### config.mk
export PLATFORM = sky130hd
export DESIGN_NAME = audio_event_controller
export DESIGN_NICKNAME = d
export VERILOG_FILES = /design/src/rtl/audio_pkg.sv /design/src/rtl/fleet_note_sequencer.sv /design/src/rtl/audio_event_controller.sv
export SDC_FILE = /design/constraint.sdc
export NUM_CORES = 1
export LEC_CHECK = 0
export BUFFER_PORTS_ARGS = -buffer_cell sky130_fd_sc_hd__buf_2
export CAP_MARGIN = 25
export CORE_MARGIN = 1.5
export CORE_UTILIZATION = 55
export DETAILED_ROUTE_END_ITERATION = 6
export PLACE_DENSITY = 0.76
export SLEW_MARGIN = 0
export SYNTH_ARGS = -nofsm -noshare
export SYNTH_HDL_FRONTEND = slang
export SYNTH_HIERARCHICAL = 1
export SYNTH_SLANG_ARGS = --single-unit
### constraint.sdc
create_clock -name clk -period 6.59 [get_ports clk]
set_input_delay 0.9885 -clock clk [delete_from_list [all_inputs] [get_ports clk]]
set_output_delay 0.9885 -clock clk [all_outputs]
set_load 0.02 [all_outputs]
### src/rtl/audio_pkg.sv
// Shared types and unit-conversion helpers for the audio event path.
package audio_pkg;

  typedef enum logic [1:0] {
    IDLE = 2'd0,
    NOTE = 2'd1,
    MUTE = 2'd2
  } state_t;

  localparam int NOTE_COUNT = 4;

  function automatic int ms_to_cycles(input int clk_freq, input int ms);
    return clk_freq / 1000 * ms;
  endfunction

  function automatic int hz_to_period(input int clk_freq, input int hz);
    return clk_freq / hz;
  endfunction

endpackage

### src/rtl/fleet_note_sequencer.sv
// Four-note fleet march: each step plays the next note for NOTE_MS, then silence.
// Period updates 1 cycle after step/enable/mute; enable-low and mute both silence at once.
module fleet_note_sequencer
  import audio_pkg::*;
#(
  parameter int CLK_FREQ  = 100_000_000,
  parameter int NOTE_MS   = 100,
  parameter int NOTE_0_HZ = 62,
  parameter int NOTE_1_HZ = 56,
  parameter int NOTE_2_HZ = 52,
  parameter int NOTE_3_HZ = 48,
  parameter int TIMER_W   = 27
) (
  input  logic        clk,
  input  logic        rst,
  input  logic        step,
  input  logic        enable,
  input  logic        mute,
  output logic [31:0] period,
  output logic        note_last
);

  localparam int NOTE_CYC = ms_to_cycles(CLK_FREQ, NOTE_MS);
  localparam logic [TIMER_W-1:0] NOTE_LOAD = TIMER_W'(NOTE_CYC - 1);
  localparam logic [31:0] PER_0 = 32'(hz_to_period(CLK_FREQ, NOTE_0_HZ));
  localparam logic [31:0] PER_1 = 32'(hz_to_period(CLK_FREQ, NOTE_1_HZ));
  localparam logic [31:0] PER_2 = 32'(hz_to_period(CLK_FREQ, NOTE_2_HZ));
  localparam logic [31:0] PER_3 = 32'(hz_to_period(CLK_FREQ, NOTE_3_HZ));

  logic [1:0]         idx_q, idx_d;
  logic [TIMER_W-1:0] timer_q, timer_d;
  logic               active_q, active_d;
  logic [31:0]        period_q, period_d;
  logic [31:0]        per_sel;

  always_comb begin
    case (idx_q)
      2'd0:    per_sel = PER_0;
      2'd1:    per_sel = PER_1;
      2'd2:    per_sel = PER_2;
      default: per_sel = PER_3;
    endcase
  end

  // Enable-low outranks mute so the march restarts from note 0 after game over.
  always_comb begin
    idx_d    = idx_q;
    timer_d  = timer_q;
    active_d = active_q;
    period_d = period_q;
    if (!enable) begin
      idx_d    = '0;
      timer_d  = '0;
      active_d = 1'b0;
      period_d = '0;
    end else if (mute) begin
      timer_d  = '0;
      active_d = 1'b0;
      period_d = '0;
    end else if (step) begin
      period_d = per_sel;
      idx_d    = (idx_q == 2'(NOTE_COUNT - 1)) ? 2'd0 : idx_q + 2'd1;
      timer_d  = NOTE_LOAD;
      active_d = 1'b1;
    end else if (active_q) begin
      if (timer_q == '0) begin
        active_d = 1'b0;
        period_d = '0;
      end else begin
        timer_d = timer_q - TIMER_W'(1);
      end
    end
  end

  always_ff @(posedge clk) begin
    if (rst) begin
      idx_q    <= '0;
      timer_q  <= '0;
      active_q <= 1'b0;
      period_q <= '0;
    end else begin
      idx_q    <= idx_d;
      timer_q  <= timer_d;
      active_q <= active_d;
      period_q <= period_d;
    end
  end

  assign period    = period_q;
  assign note_last = active_q & (timer_q == '0);

endmodule

### src/rtl/audio_event_controller.sv
// Turns game events into one-cycle audio_unit pulses plus the fleet_period word.
// Every output is registered, 1 cycle after its cause; a player hit mutes fleet and shots.
module audio_event_controller
  import audio_pkg::*;
#(
  parameter int CLK_FREQ  = 100_000_000,
  parameter int NOTE_MS   = 100,
  parameter int MUTE_MS   = 1000,
  parameter int NOTE_0_HZ = 62,
  parameter int NOTE_1_HZ = 56,
  parameter int NOTE_2_HZ = 52,
  parameter int NOTE_3_HZ = 48
) (
  input  logic        clk,
  input  logic        rst,
  input  logic        fleet_enable,
  input  logic        fleet_step,
  input  logic        ufo_active,
  input  logic        shot_fired,
  input  logic        player_hit,
  input  logic        alien_hit,
  input  logic        ufo_hit,
  output logic [31:0] fleet_period,
  output logic        play_ufo,
  output logic        stop_ufo,
  output logic        play_shoot,
  output logic        play_player_hit,
  output logic        play_alien_hit,
  output logic        play_ufo_hit
);

  localparam int NOTE_CYC = ms_to_cycles(CLK_FREQ, NOTE_MS);
  localparam int MUTE_CYC = ms_to_cycles(CLK_FREQ, MUTE_MS);
  localparam int MAX_CYC  = (NOTE_CYC > MUTE_CYC) ? NOTE_CYC : MUTE_CYC;
  localparam int TIMER_W  = (MAX_CYC > 1) ? $clog2(MAX_CYC) : 1;
  localparam logic [TIMER_W-1:0] MUTE_LOAD = TIMER_W'(MUTE_CYC - 1);

  state_t             state_q, state_d;
  logic [TIMER_W-1:0] mute_timer_q, mute_timer_d;
  logic               ufo_prev_q, ufo_pending_q, ufo_pending_d;
  logic               play_ufo_q, stop_ufo_q, play_shoot_q;
  logic               play_player_hit_q, play_alien_hit_q, play_ufo_hit_q;
  logic               play_ufo_d, stop_ufo_d, play_shoot_d;
  logic               in_mute, mute_exit, ufo_rise, ufo_fall, note_last;

  fleet_note_sequencer #(
    .CLK_FREQ (CLK_FREQ),
    .NOTE_MS  (NOTE_MS),
    .NOTE_0_HZ(NOTE_0_HZ),
    .NOTE_1_HZ(NOTE_1_HZ),
    .NOTE_2_HZ(NOTE_2_HZ),
    .NOTE_3_HZ(NOTE_3_HZ),
    .TIMER_W  (TIMER_W)
  ) u_seq (
    .clk      (clk),
    .rst      (rst),
    .step     (fleet_step),
    .enable   (fleet_enable),
    .mute     (player_hit | in_mute),
    .period   (fleet_period),
    .note_last(note_last)
  );

  assign in_mute   = (state_q == MUTE);
  assign mute_exit = in_mute & ~player_hit & ((mute_timer_q == '0) | ~fleet_enable);
  assign ufo_rise  = ufo_active & ~ufo_prev_q;
  assign ufo_fall  = ~ufo_active & ufo_prev_q;

  always_comb begin
    state_d      = state_q;
    mute_timer_d = mute_timer_q;
    if (player_hit) begin
      state_d      = MUTE;
      mute_timer_d = MUTE_LOAD;
    end else if (!fleet_enable) begin
      state_d      = IDLE;
      mute_timer_d = '0;
    end else begin
      case (state_q)
        MUTE: begin
          if (mute_timer_q == '0) state_d = IDLE;
          else mute_timer_d = mute_timer_q - TIMER_W'(1);
        end
        NOTE: begin
          if (fleet_step) state_d = NOTE;
          else if (note_last) state_d = IDLE;
        end
        default: begin
          if (fleet_step) state_d = NOTE;
        end
      endcase
    end
  end

  // A UFO that appeared during the mute is announced on the last mute cycle; stop always wins.
  always_comb begin
    stop_ufo_d    = ufo_fall | ufo_hit | player_hit;
    play_ufo_d    = ~stop_ufo_d &
                    ((ufo_rise & ~in_mute) |
                     (mute_exit & ufo_active & (ufo_pending_q | ufo_rise)));
    play_shoot_d  = shot_fired & ~in_mute & ~player_hit;
    ufo_pending_d = ufo_pending_q;
    if (stop_ufo_d | mute_exit) ufo_pending_d = 1'b0;
    else if (ufo_rise & in_mute) ufo_pending_d = 1'b1;
  end

  always_ff @(posedge clk) begin
    if (rst) begin
      state_q           <= IDLE;
      mute_timer_q      <= '0;
      ufo_prev_q        <= 1'b0;
      ufo_pending_q     <= 1'b0;
      play_ufo_q        <= 1'b0;
      stop_ufo_q        <= 1'b0;
      play_shoot_q      <= 1'b0;
      play_player_hit_q <= 1'b0;
      play_alien_hit_q  <= 1'b0;
      play_ufo_hit_q    <= 1'b0;
    end else begin
      state_q           <= state_d;
      mute_timer_q      <= mute_timer_d;
      ufo_prev_q        <= ufo_active;
      ufo_pending_q     <= ufo_pending_d;
      play_ufo_q        <= play_ufo_d;
      stop_ufo_q        <= stop_ufo_d;
      play_shoot_q      <= play_shoot_d;
      play_player_hit_q <= player_hit;
      play_alien_hit_q  <= alien_hit;
      play_ufo_hit_q    <= ufo_hit;
    end
  end

  assign play_ufo        = play_ufo_q;
  assign stop_ufo        = stop_ufo_q;
  assign play_shoot      = play_shoot_q;
  assign play_player_hit = play_player_hit_q;
  assign play_alien_hit  = play_alien_hit_q;
  assign play_ufo_hit    = play_ufo_hit_q;

endmodule

==> run_results.csv <==
group,metric,value,unit
synth,synthSimpleGateAreaFrac,26.9,%
placement,portBuffers,33,
synth,synthAdderAreaFrac,2.87,%
synth,synth_warnings,6,
clocking,cts.sinks,76,
synth,synth-seq-cells,76,
timing,setup_viol,0,
global_routing,grt_antenna_before_repair,0,
finish,fill_cells,606,
floorplanning,die_w,87.4,µm
global_routing,grt_pass1_wl,14.3,mm
floorplanning,die_y,87.4,µm
placement,placed_cell_area,0.00399,mm²
power,power.density,247,mW/mm²
detailed_routing,num_vias,3465,
outcome,run_status,"finished clean",
timing,slew_viol_final,0,
power,p_int,0.769,mW
synth,synth_cells,453,
clocking,cts_root_buf,"clkbuf_8",
finish,fin_area,0.00425,mm²
finish,area_growth,8.33,%
worst_setup_path,worstPathArrival,3420,ps
timing,max_freq,310,MHz
global_routing,grtUsageTotal,23.6,%
floorplanning,start_util,57.4,%
flow_run,max_cap_viol_count,0,
synth,synth-compound-area-share,18.6,%
synth,avgSynthCellArea,8.65,µm²
detailed_routing,first_pass_iters,5,
power,p_switching,0.281,mW
timing,hold_ws,465,ps
detailed_routing,avgViaCountPerCell,6.10,
synth,async_reset_ff_share,0,%
worst_setup_path,critPathMaxFanout,17,
detailed_routing,finalWirelength,8.60,mm
power,irDropWorstVdd,124,µV
clocking,numCtsBuffers,9,
worst_setup_path,worstSetupPathType,"flop to flop",
timing,min_period,3220,ps
synth,ys_types,59,
synth,muxShareOfSynthArea,0.766,%
timing,finalSetupTns,0,ps
global_routing,grt_overflow,0,
hold_path,hold_class,"flop to flop",
finish,fin_nets,485,
clocking,path_clk_slew,90,ps
clocking,post-cts-setup-buffers,0,
detailed_routing,drt_iter0_drc,171,
synth,synth_top_family_by_area,"simple AND/OR/NAND/NOR gates",
timing,grt_setup_unrepaired,"false",
timing,fin_skew,10.7,ps
finish,antennaDiodeCount,0,
detailed_routing,drc,0,
timing,tightest_slew,876,ps
floorplanning,placementRows,30,
floorplanning,core,0.00683,mm²
timing,post-route-period-util,48.9,%
synth,ys_seq_area_share,38.8,%
floorplanning,die-area,0.00764,mm²
worst_setup_path,required,6790,ps
finish,drive_gt1_share,15.0,%
global_routing,grt_max_degree,22,
placement,place_congestion,0.844,
timing,relSlewSlack,41.4,%
global_routing,grt_pass1_vias,3097,
clocking,insertion_delay,350,ps
clocking,ctsLongestPathBuffers,2,
power,combPwrFrac,11.7,%
synth,synth_area,0.00392,mm²
synth,synth_edf_count,0,
power,p_clk_share,41.4,%
detailed_routing,ant_nets,0,
clocking,htree_levels,3,
synth,synthFlopType,"dfxtp_1",
power,p_leak,1.62,nW
clocking,cts_hold_buffers,0,
placement,hpwl,5.72,mm
timing,hold_viol_final,0,
floorplanning,num_io_pins,47,
power,switching_share,26.7,%
synth,synth_xor_area_share,3.80,%
clocking,cts_resized,0,
worst_setup_path,critPathCaptureType,"flop",
power,seq_power_share,46.9,%
worst_setup_path,worstSetupStartpointType,"flop",
detailed_routing,wl_per_cell,15.1,µm
clocking,cts_tree,"done",
-- metal layers --
metal | vias to the layer above | GRT usage (%) | part of all wire (%)
li1 | 1690 | - | -
met1 | 1655 | 32.0 | 45
met2 | 106 | 37.3 | 47
met3 | 14 | 3.79 | 5.5
met4 | 0 | 10.1 | 1.7
met5 | - | 0 | 0
-- state kept, by name (all words and copies together) (netlist names) --
signal / flops
u_seq/idx_q: 2
play_alien_hit: 1
u_seq/period: 9
play_ufo: 1
mute_timer_q: 27
play_ufo_hit: 1
u_seq/active_q: 1
ufo_pending_q: 1
u_seq/timer_q: 27
ufo_prev_q: 1
play_shoot: 1
stop_ufo: 1
play_player_hit: 1
state_q: 2
-- power by group through the flow --
stage | combinational, mW | sequential [mW] | clock [mW]
5_1_grt | 0.136 | 0.495 | 0.459
3_5_place_dp | 0.119 | 0.502 | 0
3_3_place_gp | 0.118 | 0.502 | 0
2_1_floorplan | 0.0988 | 0.502 | 0
6_report | 0.123 | 0.492 | 0.435
4_1_cts | 0.121 | 0.492 | 0.442
-- through the flow --
stage / power [mW] / setup WS, ps / instances / util, %
2_1_floorplan: 0.601 / 4140 / 465 / -
3_3_place_gp: 0.620 / 3510 / 551 / 58.5
3_5_place_dp: 0.622 / 3440 / 551 / 58.5
4_1_cts: 1.05 / 3410 / 567 / 62.1
5_1_grt: 1.09 / 3270 / 568 / 62.2
6_report: 1.05 / 3370 / 568 / 62.2
-- cell type report --
class / instances / area [µm²] / share of cell area (%)
tap: 96 / 120 / 2.83
inverter: 13 / 48.8 / 1.15
clock inverter: 7 / 121 / 2.86
clock buffer: 9 / 124 / 2.92
sequential: 76 / 1520 / 35.8
multi-input combinational: 331 / 2120 / 50.0
timing repair buffer: 36 / 188 / 4.42
-- cell usage after synthesis, types with 4 or more instances --
cell      count  share of area, %
a21oi_1      30               3.8
a31oi_1       9               1.4
and2_1        4              0.64
buf_2         4              0.51
buf_4        24               4.6
clkbuf_1     16               1.5
dfxtp_1      76                39
ha_1          9               2.9
inv_1        12               1.1
nand2_1      16               1.5
nand2b_1     11               1.8
nand3_1      16               2.0
nand4_1       9               1.4
nor2_1       36               3.4
nor2b_1       8               1.3
nor3_1       13               1.7
nor4_1        8               1.3
o211ai_1     12               2.3
o21a_1        4              0.77
o21ai_0      18               2.3
o311ai_0      5               1.1
o31ai_1       8               1.5
or3_1        15               2.4
or4_1        15               2.9
or4_2         7               1.6
xnor2_1       4              0.89
xor2_1       13               2.9
-- critical path, stage by stage (launching register included) --
cell and delay (ps):
dfxtp_1 340, inv_1 60, ha_1 170, or4b_1 570
or4_2 670, o21ai_1 690, buf_4 340, or3_1 140
nand4_1 80
-- cell usage in the layout, fill, tap and decap left out, types with 11 or more instances in the layout --
cell      count
nand2b_1     11
nand2_1      16
or4_1        15
nand3_1      16
or3_1        15
a21oi_1      30
xor2_1       13
dfxtp_1      76
o211ai_1     12
nor2_1       36
o21ai_0      18
buf_2        33
inv_1        12
conb_1       13
nor3_1       13
-- final timing paths --
kind / to / depth (start not counted) / slack (ps) / startpoint
worst max-delay path: mute_timer_q[3] / 8 / 3370 / mute_timer_q[0]
worst min-delay path: u_seq/period[12] / 2 / 470 / u_seq/period[12]
worst max register to register: mute_timer_q[3] / 8 / 3370 / mute_timer_q[0]
worst min register to register: u_seq/period[12] / 2 / 470 / u_seq/period[12]
-- cell families (layout without fill, tap and decap cells) --
group	count (synthesis)	after routing
adder cells (fa/ha/maj)	9	9
other	1	13
XOR/XNOR	17	17
flip-flops	76	76
AO/OA/AOI/OAI	110	110
buffers and inverters	58	65
multiplexers	3	3
AND/OR/NAND/NOR	179	179
Note: power is estimated with default switching activity, not from simulation.
